File: src/rtl/bin_to_bcd8.sv
// bin_to_bcd8
//
// Sequential binary-to-BCD converter for the eight-digit seven-segment
// display controller. A start pulse in IDLE captures an unsigned binary
// value. The converter then runs the shift-add-3 (double-dabble) algorithm,
// one input bit per clock. When it finishes, it loads eight registered BCD
// digits. The digit registers hold the last result between conversions, so
// the display never sees intermediate values.
//
// Parameters:
//   W        width of the binary input, legal range 4..27
// Ports:
//   clk      system clock, rising edge
//   reset    synchronous, active-high reset
//   start    conversion request, sampled only in IDLE
//   bin      unsigned value to convert, captured when start is accepted
//   busy     high from the accepting edge through the cycle done is shown
//   done     one-cycle pulse marking freshly loaded digits
//   overflow last captured value exceeded 99_999_999 (digits saturate to 9)
//   digit1   ones place ... digit8 tens-of-millions place, BCD, held

module bin_to_bcd8 #(
  parameter int W = 27
) (
  input  logic         clk,
  input  logic         reset,
  input  logic         start,
  input  logic [W-1:0] bin,
  output logic         busy,
  output logic         done,
  output logic         overflow,
  output logic [3:0]   digit1,
  output logic [3:0]   digit2,
  output logic [3:0]   digit3,
  output logic [3:0]   digit4,
  output logic [3:0]   digit5,
  output logic [3:0]   digit6,
  output logic [3:0]   digit7,
  output logic [3:0]   digit8
);

  localparam int CW = $clog2(W);
  localparam int WW = 32 + W;
  localparam logic [31:0] MAX_DISPLAY = 32'd99_999_999;
  localparam logic [31:0] SATURATED = 32'h9999_9999;

  typedef enum logic [1:0] {
    S_IDLE,
    S_SHIFT,
    S_DONE
  } state_t;

  state_t state_q, state_d;
  logic [CW-1:0] cnt_q, cnt_d;
  // Working register: BCD field in the top 32 bits, binary field below it.
  logic [WW-1:0] work_q, work_d;
  logic ovf_work_q, ovf_work_d;
  logic busy_q, busy_d;
  logic done_q, done_d;
  logic overflow_q, overflow_d;
  logic [31:0] bcd_out_q, bcd_out_d;

  logic [31:0] bcd_adj;

  // Add-3 correction on each working nibble, with no carry between nibbles.
  // A nibble of 5..9 becomes 8..12, so after the shift it carries out
  // correctly and the nibble left behind is again 0..9.
  always_comb begin
    bcd_adj = work_q[WW-1:W];
    for (int i = 0; i < 8; i++) begin
      if (work_q[W+4*i +: 4] >= 4'd5) begin
        bcd_adj[4*i +: 4] = work_q[W+4*i +: 4] + 4'd3;
      end
    end
  end

  // Next-state and datapath logic. busy_d stays high through DONE. The
  // registered busy therefore covers the cycle in which done is visible.
  always_comb begin
    state_d    = state_q;
    cnt_d      = cnt_q;
    work_d     = work_q;
    ovf_work_d = ovf_work_q;
    busy_d     = 1'b0;
    done_d     = 1'b0;
    overflow_d = overflow_q;
    bcd_out_d  = bcd_out_q;

    case (state_q)
      S_IDLE: begin
        if (start) begin
          work_d     = {32'd0, bin};
          cnt_d      = CW'(W - 1);
          ovf_work_d = ({{(32-W){1'b0}}, bin} > MAX_DISPLAY);
          busy_d     = 1'b1;
          state_d    = S_SHIFT;
        end
      end
      S_SHIFT: begin
        work_d = {bcd_adj[30:0], work_q[W-1:0], 1'b0};
        busy_d = 1'b1;
        if (cnt_q == '0) begin
          state_d = S_DONE;
        end else begin
          cnt_d = cnt_q - 1'b1;
        end
      end
      S_DONE: begin
        bcd_out_d  = ovf_work_q ? SATURATED : work_q[WW-1:W];
        overflow_d = ovf_work_q;
        done_d     = 1'b1;
        busy_d     = 1'b1;
        state_d    = S_IDLE;
      end
      default: begin
        state_d = S_IDLE;
      end
    endcase
  end

  // State and output registers. Reset abandons any conversion in flight.
  always_ff @(posedge clk) begin
    if (reset) begin
      state_q    <= S_IDLE;
      cnt_q      <= '0;
      work_q     <= '0;
      ovf_work_q <= 1'b0;
      busy_q     <= 1'b0;
      done_q     <= 1'b0;
      overflow_q <= 1'b0;
      bcd_out_q  <= '0;
    end else begin
      state_q    <= state_d;
      cnt_q      <= cnt_d;
      work_q     <= work_d;
      ovf_work_q <= ovf_work_d;
      busy_q     <= busy_d;
      done_q     <= done_d;
      overflow_q <= overflow_d;
      bcd_out_q  <= bcd_out_d;
    end
  end

  assign busy     = busy_q;
  assign done     = done_q;
  assign overflow = overflow_q;
  assign digit1   = bcd_out_q[3:0];
  assign digit2   = bcd_out_q[7:4];
  assign digit3   = bcd_out_q[11:8];
  assign digit4   = bcd_out_q[15:12];
  assign digit5   = bcd_out_q[19:16];
  assign digit6   = bcd_out_q[23:20];
  assign digit7   = bcd_out_q[27:24];
  assign digit8   = bcd_out_q[31:28];

endmodule

File: config.mk
export PLATFORM = sky130hd
export DESIGN_NAME = bin_to_bcd8
export DESIGN_NICKNAME = d
export VERILOG_FILES = /design/src/rtl/bin_to_bcd8.sv
export SDC_FILE = /design/constraint.sdc
export NUM_CORES = 1
export LEC_CHECK = 0
export CAP_MARGIN = 20
export CORE_ASPECT_RATIO = 1.4
export CORE_MARGIN = 5
export CORE_UTILIZATION = 55
export CTS_CLUSTER_DIAMETER = 120
export DETAILED_ROUTE_END_ITERATION = 10
export PLACE_DENSITY = 0.84
export SYNTH_ARGS = -nofsm -noshare
export SYNTH_HDL_FRONTEND = slang
export SYNTH_SLANG_ARGS = --single-unit
File: constraint.sdc
create_clock -name clk -period 2.5 [get_ports clk]
set_input_delay 0.375 -clock clk [delete_from_list [all_inputs] [get_ports clk]]
set_output_delay 0.375 -clock clk [all_outputs]
set_load 0.005 [all_outputs]
==> results of run 1 <==
## worst max-delay path: stages (launching register included)
cell and delay [ns]:
dfxtp_1 0.35, inv_1 0.11, ha_1 0.48, inv_2 0.21, or3_1 0.67, o31ai_1 0.33
## worst paths after layout
| path | end | startpoint | cells after the start | slack (ns) |
|---|---|---|---|---|
| setup / recovery | work_q[31]$_SDFFE_PP0P_ | state_q[1]$_SDFFE_PP0P_ | 5 | 0.25 |
| hold / removal | overflow$_SDFFE_PP0P_ | reset | 2 | 0.38 |
| setup reg to reg | work_q[31]$_SDFFE_PP0P_ | state_q[1]$_SDFFE_PP0P_ | 5 | 0.25 |
| hold reg to reg | bcd_out_q[10]$_SDFFE_PP0P_ | bcd_out_q[10]$_SDFFE_PP0P_ | 2 | 0.47 |
## registers in the layout (all words and copies together) (netlist names)
register    count
state_q         2
cnt_q           5
done            1
overflow        1
ovf_work_q      1
bcd_out_q      32
work_q         59
busy            1
## through the flow
step	cells	total power, mW	setup WS (ns)	utilization (%)
after floorplan	568	3.559	0.7739	-
after global placement	713	4.027	0.3735	64.84
after detailed placement	713	4.105	0.3034	64.84
after CTS	727	5.443	0.2691	67.98
after global routing	727	5.774	0.1037	67.98
final	727	5.425	0.2476	67.98
## where the power goes
group          internal [mW]  switching [mW]
clock network          0.764           0.567
logic                  0.853            1.09
registers               1.94           0.213
total                   3.55            1.87
## cell type report
cell class                      instances  share of cell area [%]
Clock buffer                           12                   4.018
Clock inverter                          2                  0.5952
Inverter                               26                   1.658
Multi-Input combinational cell        400                   43.96
Sequential cell                       102                   34.69
Tap cell                              105                   2.232
Timing Repair Buffer                   80                   12.84
## cells in the final DEF (no fill, tap or decap), types with 23 or more instances in the layout
master | Yosys | routed
inv_1 | 25 | 25
clkdlybuf4s50_1 | 0 | 63
o21ai_0 | 30 | 30
dfxtp_1 | 102 | 102
a21oi_1 | 36 | 36
a211oi_1 | 25 | 25
nand2_1 | 28 | 28
nor2_1 | 87 | 87
nand2b_1 | 26 | 26
mux2i_1 | 23 | 23
## per-layer routing
| layer | global-route usage, % | wire (µm) | vias up | share of wire (%) |
|---|---|---|---|---|
| met1 | 24.19 | 4774 | 2022 | 42 |
| met2 | 38.19 | 5912 | 102 | 52 |
| met5 | 0 | 0 | - | 0 |
| li1 | - | - | 2087 | - |
| met4 | 10.71 | 337 | 0 | 2.9 |
| met3 | 3.891 | 408 | 29 | 3.6 |
## cells by family after synthesis
| logic type | share of synthesized area (%) |
|---|---|
| compound gates | 19.22 |
| flops | 41.48 |
| simple gates | 19.73 |
| xor+xnor | 2.847 |
| fa+ha+maj | 5.592 |
| mux | 5.185 |
| buf+inv | 5.948 |
==> metrics.txt, run 1 <==
total track usage=21.33%; Synth warnings=0; Slew Viols, Final=0; post-synthesis sequential area ratio=41.48%; CORE AREA=0.008658 mm²; min Tclk post-route=2.252 ns; share of the synthesized area in the top cell type=41.48%; RePlAce Congestion=0.7800; TritonCTS clock tree=built; post-place instance area=0.005614 mm²; RSZ-0062 raised after global routing=no; DRT Pass-1 Iters=4; proportion of layout cells with a drive suffix above 1=5.949%; final hold violations=0; area of the multi-input gates=0.002587 mm²; first-pass GRT wire length=19740 µm; GRT overflow=0; leak pwr=2.219 nW; Hold Crit Class=primary input to flip-flop; Post-Syn Area=0.004922 mm²; drt wl/cell=15.72 µm; Residual DRC=0; Slew @ Worst Pin=0.6287 ns; FF/Latch Area=0.002042 mm²; ys async rst share=0%; Post-synth top flop=dfxtp_1; full die area=0.01097 mm²; data arrival time of the worst path=2.51 ns; Post-Layout Inst Area=0.005886 mm²; cts bufs inserted=9; maximum vdd drop=0.0006379 V; Ant. Diodes=0; area grow syn2layout=19.57%; fillers=691; Final Skew=0.006011 ns; Clk pin slew, worst setup/hold paths=0.06 ns; Final #Nets=671; most numerous cell in the Yosys netlist=dfxtp_1; standard-cell rows=40; critical path required time=2.76 ns; synthesized instance count=568; crit path launch type=flip-flop; cts hold-fix bufs=0; Die H=121.9 µm; Fin Setup TNS=0 ns; Crit Path Category=flip-flop to flip-flop; initial drt markers=222; post-detail-place hpwl=7951 µm; Crit. End Element=flip-flop; final WL=11430 µm; buffers added on ports=64; Vias/cell=5.832; Synthesized Nets=620; H-tree levels=3; PD cells=921.7 mW/mm²; endpoints failing setup=0; top cells by area, synth=dfxtp_1, nor2_1, ha_1; FMAX=444.0 MHz; status=finished clean; vias in the first global route=4332; number of post-CTS setup repair buffers=0; Synth cell types=46; Initial Utilization=56.85%; Root Buffer=clkbuf_16; Synth top cells by count=dfxtp_1, nor2_1, a21oi_1; Yosys top cell by area=dfxtp_1; worst skew pair latency=0.34 ns; initial antenna violation count=0; Max Buffers Root-to-Sink=2; I/O pin total=65; Sink Count=102; Final Cycle Share=90.10%; Syn Area/Cell=8.666 µm²; final hold slack=0.3777 ns; DR vias=4240; Horiz. Die Dim=89.96 µm; EDFF count, synth=0; Max Cap Viol=0; relative slew slack=58.00%; Synth Register Bits=102; Final ANT Viol Nets=0; largest fanout on the critical path=15; post-cts resize count=0; largest net degree at the start of global routing=41
Power figures use the tool's default switching activity.
==> inputs of run 2 (changes only) <==
--- a/config.mk
+++ b/config.mk
@@ -12,6 +12,7 @@
 export CTS_CLUSTER_DIAMETER = 120
 export DETAILED_ROUTE_END_ITERATION = 10
 export PLACE_DENSITY = 0.84
+export SKIP_LAST_GASP = 1
 export SYNTH_ARGS = -nofsm -noshare
 export SYNTH_HDL_FRONTEND = slang
 export SYNTH_SLANG_ARGS = --single-unit
==> results of run 2 <==
Final layout, timing and power as in run 1 (identical DEF).
